File: src/rtl/fifo_pkg.sv
// rtl/fifo_pkg.sv - shared constants and types for the FIFO read-side stream adapter
package fifo_pkg;

  localparam int STREAM_BUF_DEPTH = 2;

  typedef logic [1:0] cnt_t;

endpackage

File: src/rtl/fifo_rd_stream_adapter.sv
// rtl/fifo_rd_stream_adapter.sv - FIFO read-strobe to valid/ready stream adapter
// Two-entry skid buffer; read credits cover the one-cycle FIFO read latency.
module fifo_rd_stream_adapter
  import fifo_pkg::*;
#(
  parameter int DATA_WIDTH = 8
) (
  input  logic                  clk_i,
  input  logic                  rst_i,
  output logic                  fifo_rd_o,
  input  logic [DATA_WIDTH-1:0] fifo_rd_data_i,
  input  logic                  fifo_rd_empty_i,
  output logic                  m_valid_o,
  output logic [DATA_WIDTH-1:0] m_data_o,
  input  logic                  m_ready_i,
  output logic [1:0]            buffered_words_o
);

  cnt_t                  count_q, count_d;
  cnt_t                  wr_idx;
  logic                  inflight_q;
  logic [DATA_WIDTH-1:0] buf0_q, buf0_d;
  logic [DATA_WIDTH-1:0] buf1_q, buf1_d;
  logic                  pop;
  logic [2:0]            occ;

  assign pop = m_valid_o && m_ready_i;

  // Occupancy after this edge's pop, counting the word still in flight from the FIFO.
  assign occ       = {1'b0, count_q} + {2'b00, inflight_q} - {2'b00, pop};
  assign fifo_rd_o = !rst_i && !fifo_rd_empty_i && (occ < 3'(STREAM_BUF_DEPTH));

  always_comb begin
    buf0_d  = buf0_q;
    buf1_d  = buf1_q;
    wr_idx  = count_q - cnt_t'(pop);
    count_d = count_q - cnt_t'(pop) + cnt_t'(inflight_q);
    if (pop && count_q == 2'd2) begin
      buf0_d = buf1_q;
    end
    if (inflight_q) begin
      if (wr_idx == 2'd0) begin
        buf0_d = fifo_rd_data_i;
      end else begin
        buf1_d = fifo_rd_data_i;
      end
    end
  end

  always_ff @(posedge clk_i) begin
    if (rst_i) begin
      count_q    <= '0;
      inflight_q <= 1'b0;
      buf0_q     <= '0;
      buf1_q     <= '0;
    end else begin
      count_q    <= count_d;
      inflight_q <= fifo_rd_o;
      buf0_q     <= buf0_d;
      buf1_q     <= buf1_d;
    end
  end

  assign m_valid_o        = (count_q != 2'd0);
  assign m_data_o         = buf0_q;
  assign buffered_words_o = count_q;

endmodule
File: config.mk
export PLATFORM = sky130hd
export DESIGN_NAME = fifo_rd_stream_adapter
export DESIGN_NICKNAME = d
export VERILOG_FILES = /design/src/rtl/fifo_pkg.sv /design/src/rtl/fifo_rd_stream_adapter.sv
export SDC_FILE = /design/constraint.sdc
export NUM_CORES = 1
export LEC_CHECK = 0
export CAP_MARGIN = 20
export CORE_ASPECT_RATIO = 0.75
export CORE_MARGIN = 4
export CORE_UTILIZATION = 45
export CTS_BUF_LIST = sky130_fd_sc_hd__clkbuf_2 sky130_fd_sc_hd__clkbuf_4 sky130_fd_sc_hd__clkbuf_8
export DETAILED_ROUTE_END_ITERATION = 8
export PLACE_DENSITY_LB_ADDON = 0.08
export SLEW_MARGIN = 0
export SYNTH_ARGS = -nofsm -noshare
export SYNTH_HDL_FRONTEND = slang
export SYNTH_SLANG_ARGS = --single-unit
File: constraint.sdc
create_clock -name clk_i -period 2.3 [get_ports clk_i]
set_input_delay 0.23 -clock clk_i [delete_from_list [all_inputs] [get_ports clk_i]]
set_output_delay 0.23 -clock clk_i [all_outputs]
set_load 0.01 [all_outputs]
==> flow_summary.ini, run 1 <==
[global_routing]
grt_pass1_vias = 803
grt_pass1_wl_um = 3650
grt_max_degree = 28
overflow = 0
antenna_found_initial = 0
grt.total_usage_pct = 17.9

[flow_run]
drv_cap = 0

[timing]
setup_slack_ns = 0.141
period_minus_slack_ns = 2.16
rsz0062_at_grt = false
skew_ns = 0.00300
slew_viol_final = 0
hold_viol = 0
fin_crit_sh_pct = 93.9
worst_hold_slack_ns = 0.477
setup_violations = 0
fmax_mhz = 463
max_slew_margin_pct = 71.9
worst_pin_slew_ns = 0.421

[place]
placed_cell_area_um2 = 1220
dpl.cell_count = 151
port_buffers = 23
dpl_worst_slack_ns = -0.288
gp_congestion = 0.706
dp_hpwl_um = 1530

[power_and_ir_drop]
powerDensity_nw_per_um2 = 560
ir_drop_uv = 492
leakage_nw = 0.468
p_total_mw = 0.709

[worst_setup_path]
worstPathRequired_ns = 2.07
worstReg2RegStart = buffered_words_o[0]$_SDFF_PP0_
critPathCaptureType = output port
worstSetupStartpointType = flop
critical_path_class = reg -> out
reg2reg_depth = 6
cp.arrival_ns = 1.93
crit_fanout = 2
rrSetupSlack_ns = 0.61
timing.rr.end = inflight_q$_SDFF_PP0_

[min_path]
min_to = buf1_q[0]$_SDFFE_PP0P_
hold_path.class = reg -> reg
hp-start = buf1_q[0]$_SDFFE_PP0P_
worstHoldPathCells = 2

[cts]
clkTransAtPathRegs_ns = 0.10
tritoncts = done
clk_latency_ns = 0.30
htree_levels = 1
cts_root_buf = clkbuf_4
clock_sinks = 19
cts_buffers = 3
cts.path.max_buffers = 2

[layout]
stdcell_count = 156
layout_commonest_cell = clkdlybuf4s50_1
drive_gt1_share_pct = 14.2
fin_area_um2 = 1270
nets = 149
most-common-layout-cells = clkdlybuf4s50_1, nand2_1, dfxtp_1
num_antenna_cells = 0
synthToLayoutAreaGrowth_pct = 35.7

[floorplan]
die_area_um2 = 2870
io_pins = 24
fp.coreArea_um2 = 1850
die_height_um = 47.4
die_w_um = 60.6
fp-row-count = 13
start_util_pct = 50.3

[drt]
routedWlPerCell_um = 13.9
final_antenna_net_count = 0
vias = 844
routed_wl_um = 2160
viasPerCell = 5.41
first_iter_violations = 27
first_pass_iters = 4
drcViolationCount = 0

[yosys]
netlist_area_um2 = 933
yosysSeqAreaShare_pct = 40.8
syn_nets = 118
ys_warn_count = 0
syn_avg_cell_area_um2 = 8.97
ys_ff_latch = 19
synth_cell_type_count = 24
syn_inst = 104

[status]
outcome = complete, no violations
power breakdown:
part           switching, mW  total, mW  internal (mW)
combinational         0.0706      0.166         0.0957
clock                  0.102      0.182         0.0795
sequential            0.0107      0.361          0.350
how the worst max path moves through the flow:
stage	cells after the start	slack [ns]	startpoint	to
3_3_place_gp	7	-0.24	m_ready_i	fifo_rd_o
5_1_grt	7	0.009	m_ready_i	fifo_rd_o
6_report	6	0.14	buffered_words_o[0]$_SDFF_PP0_	fifo_rd_o
4_1_cts	6	0.06	buffered_words_o[0]$_SDFF_PP0_	fifo_rd_o
3_5_place_dp	7	-0.29	m_ready_i	fifo_rd_o
2_1_floorplan	5	0.15	buffered_words_o[1]$_SDFF_PP0_	fifo_rd_o
layout make-up:
type | count | area [µm²]
flip-flops and latches | 19 | 382
well taps | 22 | 27.5
multi-input cells | 77 | 523
clock buffers | 4 | 30.0
repair buffers | 33 | 300
fillers | 155 | 588
inverters | 1 | 3.75
what timing repair did:
| action | 4_1_cts | 5_1_grt |
|---|---|---|
| hold buffers | 0 | 0 |
| pin swaps | 2 | 2 |
| setup endpoints to repair | 1 | 1 |
| gates resized for setup | 8 | 1 |
| setup buffers | 1 | 0 |
cell families after synthesis:
group	synth area share, %
mux	8.58
xor+xnor	1.88
fa+ha+maj	3.49
compound gates	9.38
simple gates	31.5
buf+inv	4.42
flops	40.8
routing by layer:
layer  wire length (µm)  GRT usage, %  up-vias
met5                  0             0        -
met2               1010          30.5       21
met3                161          6.47        5
li1                   -             -      423
met4                 36          7.79        0
met1                955          20.7      395
Yosys cell counts:
cell	count	area share, %
a21boi_1	1	0.80
a21oi_1	1	0.54
a311oi_1	8	7.5
and3b_1	2	1.9
buf_4	1	0.80
buf_6	1	1.2
clkbuf_1	5	2.0
dfxtp_1	19	41
fa_1	1	2.1
ha_1	1	1.3
inv_1	1	0.40
mux2i_1	8	8.6
nand2_1	18	7.2
nand2b_1	17	11
nand3_1	1	0.54
nand3b_1	1	0.80
nor2b_1	2	1.3
nor3_1	8	4.3
nor4b_1	2	1.9
o21ai_0	1	0.54
or2_2	1	0.67
or2b_1	1	0.80
or3_1	1	0.67
xor2_1	2	1.9
flip-flops by register name, indices dropped and copies added, names as in the netlist:
register          cells
buffered_words_o      2
inflight_q            1
buf1_q                8
m_data_o              8
metrics by stage:
step,setup TNS (ns),util [%]
2_1_floorplan,0,-
3_3_place_gp,-0.243,65.9
3_5_place_dp,-0.288,65.9
4_1_cts,0,67.9
5_1_grt,0,68.3
6_report,0,68.3
worst max-delay path, stage by stage (launching register included):
cell,delay [ns]
dfxtp_2,0.34
or2_4,0.24
and3b_1,0.17
fa_2,0.34
xor2_1,0.17
nor4b_2,0.21
buf_2,0.16
No activity file was read; power rests on OpenSTA's default activity.
==> run 2: changes to the inputs <==
- CTS_BUF_LIST: sky130_fd_sc_hd__clkbuf_2 sky130_fd_sc_hd__clkbuf_4 sky130_fd_sc_hd__clkbuf_8 -> unset
- CTS_CLUSTER_SIZE: unset -> 14
==> run 2 against run 1 <==
  * Clock skew decreased by 0.0022 ns
  * Largest cell class unchanged
  * Non-clock buffer count unchanged
  * Core utilization decreased by 0.20 points
  * Fmax up 0.19%
  * Final cell count stayed put
  * Critical path depth unchanged
  * Register-to-register slack about the same
  * Sequential share of layout area grew 0.090 points
  * Die area did not move
  * First-iteration DRC count grew 33%
  * Flip-flop and latch count is the same
  * Routed wire length down 1.1%
  * Critical path type unchanged
==> flow_summary.ini, run 2 (same netlist as run 1, synthesis figures left out) <==
[worst_setup_path]
cp.arrival_ns = 1.92
crit_fanout = 2
worst-path-buf-inv = 1
cpPeakStageDelay_ns = 0.34
worstReg2RegStart = buffered_words_o[0]$_SDFF_PP0_
cpMaxStageDelayCell = dfxtp_2
critPathCaptureType = output port
rrSetupSlack_ns = 0.62
worstPathRequired_ns = 2.07
critical_path_class = reg -> out
reg2reg_depth = 6
timing.rr.end = inflight_q$_SDFF_PP0_
worstSetupStartpointType = flop
cp_cell_sequence = or2_4, and3b_1, fa_2, xor2_1, nor4b_2, buf_2
crit_start = buffered_words_o[0]$_SDFF_PP0_
crit_family = simple AND/OR/NAND/NOR gates

[timing]
fmax_mhz = 464
period_minus_slack_ns = 2.15
worst_pin_slew_ns = 0.395
setup_slack_ns = 0.145
hold_viol = 0
worst_hold_slack_ns = 0.477
slew_viol_final = 0
setup_violations = 0
fin_crit_sh_pct = 93.7
skew_ns = 0.000808
max_slew_margin_pct = 73.7
rsz0062_at_grt = false

[drt]
drcViolationCount = 0
routed_wl_um = 2140
routedWlPerCell_um = 13.7
vias = 833
final_antenna_net_count = 0
first_pass_iters = 4
viasPerCell = 5.34
first_iter_violations = 36

[global_routing]
use_met1_pct = 20.5
antenna_found_initial = 0
grtUsageMet3_pct = 6.47
grt_max_degree = 28
grt_busiest_layer = met2
grt.total_usage_pct = 17.6
overflow = 0
grt_pass1_vias = 795
grt_use_met2_pct = 29.6
grt_pass1_wl_um = 3590

[cts]
tritoncts = done
cts_buffers = 3
clk_latency_ns = 0.30
htree_levels = 1
cts.path.max_buffers = 2
cts_root_buf = clkbuf_4
clkTransAtPathRegs_ns = 0.10
hold_buffers = 0
clock_sinks = 19

[floorplan]
die_w_um = 60.6
die_height_um = 47.4
start_util_pct = 50.3
die_area_um2 = 2870
io_pins = 24
fp.coreArea_um2 = 1850
fp-row-count = 13

[layout]
most-common-layout-cells = clkdlybuf4s50_1, nand2_1, dfxtp_1
drive_gt1_share_pct = 13.4
nets = 149
layout_commonest_cell = clkdlybuf4s50_1
num_antenna_cells = 0
synthToLayoutAreaGrowth_pct = 35.3

[min_path]
hp-start = buf1_q[0]$_SDFFE_PP0P_
hold_path.class = reg -> reg
min_to = buf1_q[0]$_SDFFE_PP0P_
worstHoldPathCells = 2

[place]
gp_congestion = 0.706
port_buffers = 23
dpl_worst_slack_ns = -0.288
dp_hpwl_um = 1530

[power_and_ir_drop]
powerDensity_nw_per_um2 = 551
ir_drop_uv = 492
leakage_nw = 0.465

[flow_run]
drv_cap = 0

[status]
outcome = complete, no violations
## run 2: cell counts in the layout (fill, tap and decap cells not counted)
Identical to the previous run, type by type.
## run 2: worst max-delay path by stage
stage	endpoint	depth (start not counted)
6_report	fifo_rd_o	6
3_3_place_gp	fifo_rd_o	7
3_5_place_dp	fifo_rd_o	7
4_1_cts	fifo_rd_o	6
5_1_grt	fifo_rd_o	7
2_1_floorplan	fifo_rd_o	5
## run 2: layer usage
layer,share of wire (%),vias to the layer above
met5,0,-
met4,1.7,0
met3,5.6,5
met2,46,14
met1,46,391
li1,-,423
## run 2: layout make-up
| cell class | instances | area, µm² |
|---|---|---|
| Clock buffer | 4 | 26.3 |
| Multi-Input combinational cell | 77 | 523 |
| Fill cell | 155 | 592 |
| Timing Repair Buffer | 33 | 300 |
| Tap cell | 22 | 27.5 |
| Inverter | 1 | 3.75 |
| Sequential cell | 19 | 382 |
## run 2: repair_timing
item                       4_1_cts  5_1_grt
setup endpoints to repair        1        1
gates resized for setup          8        1
pin swaps                        2        2
buffers inserted                 1        0
## run 2: metrics by stage
| stage | TNS (ns) | instance area (µm²) | instances | total power [mW] | utilization, % |
|---|---|---|---|---|---|
| finish | 0 | 1260 | 156 | 0.695 | 68.1 |
| CTS | 0 | 1260 | 156 | 0.702 | 67.7 |
| global route | 0 | 1260 | 156 | 0.737 | 68.1 |
| floorplan | 0 | 933 | 104 | 0.442 | - |
| detailed placement | -0.288 | 1220 | 151 | 0.529 | 65.9 |
| global placement | -0.243 | 1220 | 151 | 0.526 | 65.9 |
## run 2: tightest hold or removal path, delay by kind of cell (launching register included)
| family | cells | cell delay (ns) |
|---|---|---|
| and+or+nand+nor | 1 | 0.06 |
| DFF | 1 | 0.32 |
| muxes | 1 | 0.06 |
## run 2: report_power, final
part | switching (mW) | leakage, nW | total, mW | internal (mW)
Sequential | 0.0108 | 0.155 | 0.361 | 0.350
Clock | 0.101 | 0.0150 | 0.168 | 0.0676
Combinational | 0.0704 | 0.294 | 0.166 | 0.0957
==> edit 1, RTL diff (flow settings as in run 2) <==
Take the reset off `buf0_q` and load it in a clocked block of its own.
--- a/src/rtl/fifo_rd_stream_adapter.sv
+++ b/src/rtl/fifo_rd_stream_adapter.sv
@@ -53,3 +53,2 @@
       inflight_q <= 1'b0;
-      buf0_q     <= '0;
       buf1_q     <= '0;
@@ -58,5 +57,8 @@
       inflight_q <= fifo_rd_o;
-      buf0_q     <= buf0_d;
       buf1_q     <= buf1_d;
     end
+  end
+
+  always_ff @(posedge clk_i) begin
+    buf0_q <= buf0_d;
   end
Function: differs if rst_i is asserted again (counterexample within 4 cycles, from zero or initial values and one cycle with rst_i high); with rst_i held inactive, the same outputs for 10 cycles.
==> edit 1 against run 2 <==
  * Setup slack improved by 0.0025 ns
  * Wire length decreased by 11%
  * Synthesized area increased by 4.6%
  * Final cell count decreased by 12%
  * Design area increased by 3.5%
  * Sequential cell count unchanged
  * Critical path type unchanged
Power is not compared: it rests on default switching activity, and its combinational part moved more than twofold at a synthesized area within 25%.
==> edit 1: results (changes against run 2) <==
status=complete, no violations (unchanged); wirelength, routed=1900 µm (was 2140 µm); GP Congestion=0.711 (was 0.706); met1 usage=18.9% (was 20.5%); Area after DPL=0.00126 mm² (was 0.00122 mm²); GR Util met3=4.79% (was 6.47%); clock tree cell share of total cell area=2.01% (was 2.08%); Via density=5.03 (was 5.34); die area=0.00299 mm² (was 0.00287 mm²); Global Route Usage Sum=14.3% (was 17.6%); sequential cell area share=29.2% (was 30.2%); Fill cells=173 (was 155); max_slew headroom=73.2% (was 73.7%); Synth area leaders=dfxtp_1 39%, mux2_4 22%, nand2b_1 12%, mux2i_1 8.2%, mux2_2 2.3% (was dfxtp_1 41%, nand2b_1 11%, mux2i_1 8.6%, a311oi_1 7.5%, nand2_1 7.2%); post-detail-place hpwl=1370 µm (was 1530 µm); vias=694 (was 833); Non-Clock Buffer Count=31 (was 33); Post-Route Skew=0.00144 ns (was 0.000808 ns); Worst R2R Setup Slack=0.56 ns (was 0.62 ns); syn_nets=97 (was 118); pin count of the biggest net entering global routing=21 (was 28); multi-input gate share of total cell area=44.3% (was 41.4%); register area share after synthesis=39.0% (was 40.8%); XOR/XNOR Fraction of Synth Area=1.79% (was 1.88%); drt initial violations=32 (was 36); share of cells above drive strength 1=30.7% (was 13.4%); multiplexer share of the synthesized area=32.1% (was 8.58%); placed cells=133 (was 151)
-- edit 1: changes by cell type after synthesis, moves of 2 or more --
cell,delta
nand2_1,-16
mux2_4,+14
a311oi_1,-8
nor3_1,-8
clkbuf_1,-3
mux2_2,+2
-- edit 1: worst min-delay path by stage --
| stage | cells past startpoint | end | start | slack (ns) |
|---|---|---|---|---|
| 2_1_floorplan | 1 | inflight_q$_SDFF_PP0_ | fifo_rd_empty_i | 0.31 |
| 5_1_grt | 2 | buf1_q[1]$_SDFFE_PP0P_ | buf1_q[1]$_SDFFE_PP0P_ | 0.51 |
| 4_1_cts | 2 | buf1_q[0]$_SDFFE_PP0P_ | buf1_q[0]$_SDFFE_PP0P_ | 0.49 |
| 6_report | 2 | buf1_q[7]$_SDFFE_PP0P_ | buf1_q[7]$_SDFFE_PP0P_ | 0.48 |
| 3_5_place_dp | 2 | buf1_q[2]$_SDFFE_PP0P_ | buf1_q[2]$_SDFFE_PP0P_ | 0.47 |
| 3_3_place_gp | 2 | buf1_q[0]$_SDFFE_PP0P_ | buf1_q[0]$_SDFFE_PP0P_ | 0.46 |
-- edit 1: report_power, final --
| part | switching (W) | total, W | internal (W) |
|---|---|---|---|
| clock | 0.000102 | 0.000170 | 0.0000675 |
| combinational | 0.000103 | 0.000338 | 0.000235 |
| sequential | 0.0000254 | 0.000406 | 0.000380 |
-- edit 1: cell families after synthesis --
family | Yosys count
compound gates | 3
xor+xnor | 2
fa+ha+maj | 2
buf+inv | 5
flops | 19
mux | 24
simple gates | 28
-- edit 1: layer usage --
| layer | vias to the layer above | routed length (µm) |
|---|---|---|
| met5 | - | 0 |
| li1 | 344 | - |
| met1 | 324 | 896 |
| met2 | 24 | 889 |
| met3 | 2 | 102 |
| met4 | 0 | 13 |
==> edit 2, RTL diff (settings of run 2) <==
Made on the original files. `DATA_WIDTH`: 8 -> 6.
--- a/src/rtl/fifo_rd_stream_adapter.sv
+++ b/src/rtl/fifo_rd_stream_adapter.sv
@@ -5,3 +5,3 @@
 #(
-  parameter int DATA_WIDTH = 8
+  parameter int DATA_WIDTH = 6
 ) (
Interface: changed (resized fifo_rd_data_i and m_data_o); port bits go from 24 to 20. No check against the original RTL was run, so the function may have changed too.
==> edit 2 against run 2 <==
  * Wire length decreased by 23%
  * Setup slack got worse by 0.020 ns
  * Highest routed layer unchanged
  * Synthesized cell count decreased by 26%
  * Design area decreased by 18%
  * Non-clock buffer count decreased by 7
  * Sequential cell count decreased by 4
  * Critical path depth unchanged
  * Power decreased by 19%
  * Clock power decreased by 13%
  * Synthesized area decreased by 17%
  * Clock skew increased by 0.0014 ns
==> edit 2: results (changes against run 2) <==
Adder-Cell Fraction of Synth Area=4.22% (was 3.49%); XOR/XNOR Fraction of Synth Area=2.27% (was 1.88%); max incr delay on CP=0.40 ns (was 0.34 ns); crit path DAT=1.95 ns (was 1.92 ns); pin count of the biggest net entering global routing=23 (was 28); Fill cells=143 (was 155); grt met2 use=22.6% (was 29.6%); final worst slack=0.125 ns (was 0.145 ns); vias=626 (was 833); post-synthesis compound-gate area fraction=8.60% (was 9.38%); first-pass GRT wire length=2720 µm (was 3590 µm); slowest CP cell=fa_1 (was dfxtp_2); Place WS=-0.264 ns (was -0.288 ns); synthesized cell area=771 µm² (was 933 µm²); status=complete, no violations (unchanged); Worst-Skew Late Latency=0.28 ns (was 0.30 ns); Post-Route Skew=0.00223 ns (was 0.000808 ns); Register-to-Register Path Depth=5 (was 6); IO buf count=19 (was 23); vias in the first global route=598 (was 795); routed wire length on met3=82 µm (was 119 µm); post-CTS setup repair buffer count=0 (was 1); CTS resizes=5 (was 8); multiplexer share of the synthesized area=15.6% (was 8.58%); GR Util met3=6.55% (was 6.47%); leakage=0.440 nW (was 0.465 nW); GP Congestion=0.730 (was 0.706); VDD IR-drop max=0.000326 V (was 0.000492 V); M1 wire length=794 µm (was 990 µm); Global Route Usage Sum=14.6% (was 17.6%); most frequent cells after synthesis=15 x dfxtp_1, 14 x nand2b_1, 12 x mux2i_1, 6 x a211oi_1, 6 x nor3_1 (was 19 x dfxtp_1, 18 x nand2_1, 17 x nand2b_1); syn_nets=89 (was 118); share of cells above drive strength 1=12.7% (was 13.4%); max_slew headroom=74.4% (was 73.7%); Nets=115 (was 149); mean routed wirelength per cell=13.3 µm (was 13.7 µm); metal2 WL=751 µm (was 993 µm); Area after DPL=0.00101 mm² (was 0.00122 mm²); Storage cell area=300 µm² (was 382 µm²); Internal=0.000419 W (was 0.000513 W); Synth area leaders=dfxtp_1 39%, mux2i_1 16%, nand2b_1 11%, a211oi_1 5.8%, nor3_1 3.9% (was dfxtp_1 41%, nand2b_1 11%, mux2i_1 8.6%, a311oi_1 7.5%, nand2_1 7.2%); post-detail-place hpwl=1250 µm (was 1530 µm); clk slew on worst S/H paths=0.08 ns (was 0.10 ns); drt initial violations=7 (was 36)
edit 2: metrics by stage:
step	cells	TNS (ns)
floorplan	77	0
global placement	119	-0.211
detailed placement	119	-0.264
CTS	123	0
global route	123	0
finish	123	0
edit 2: layout make-up:
class	count	share of cell area [%]
Tap cell	21	2.54
Timing Repair Buffer	26	22.9
Clock buffer	4	2.54
Sequential cell	15	29.0
Multi-Input combinational cell	57	43.0
edit 2: power groups by stage:
stage	sequential, W	combinational (W)	clock, W
after floorplan	0.000297	0.0000563	0
after detailed placement	0.000289	0.000132	0
final	0.000283	0.000132	0.000146
after CTS	0.000284	0.000131	0.000156
after global placement	0.000289	0.000130	0
after global routing	0.000286	0.000143	0.000165
edit 2: cells by family after synthesis:
family | count (synthesis)
DFF | 15
AOI/OAI and AO/OA | 9
adders and majority gates | 2
buffers and inverters | 5
muxes | 12
and+or+nand+nor | 32
xor gates and xnor gates | 2
edit 2: worst min path at each step:
stage / depth (start not counted) / endpoint / start
floorplan: 1 / inflight_q$_SDFF_PP0_ / fifo_rd_empty_i
global placement: 2 / buf1_q[3]$_SDFFE_PP0P_ / buf1_q[3]$_SDFFE_PP0P_
detailed placement: 2 / buf1_q[1]$_SDFFE_PP0P_ / buf1_q[1]$_SDFFE_PP0P_
CTS: 2 / buf1_q[0]$_SDFFE_PP0P_ / buf1_q[0]$_SDFFE_PP0P_
global route: 2 / buf1_q[0]$_SDFFE_PP0P_ / buf1_q[0]$_SDFFE_PP0P_
finish: 2 / buf1_q[0]$_SDFFE_PP0P_ / buf1_q[0]$_SDFFE_PP0P_
edit 2: worst register-to-register path, stage by stage, from the launching register on:
cell	delay, ns
dfxtp_1	0.31
or2_1	0.24
and3b_1	0.18
fa_1	0.40
xor2_1	0.17
nor4b_1	0.28
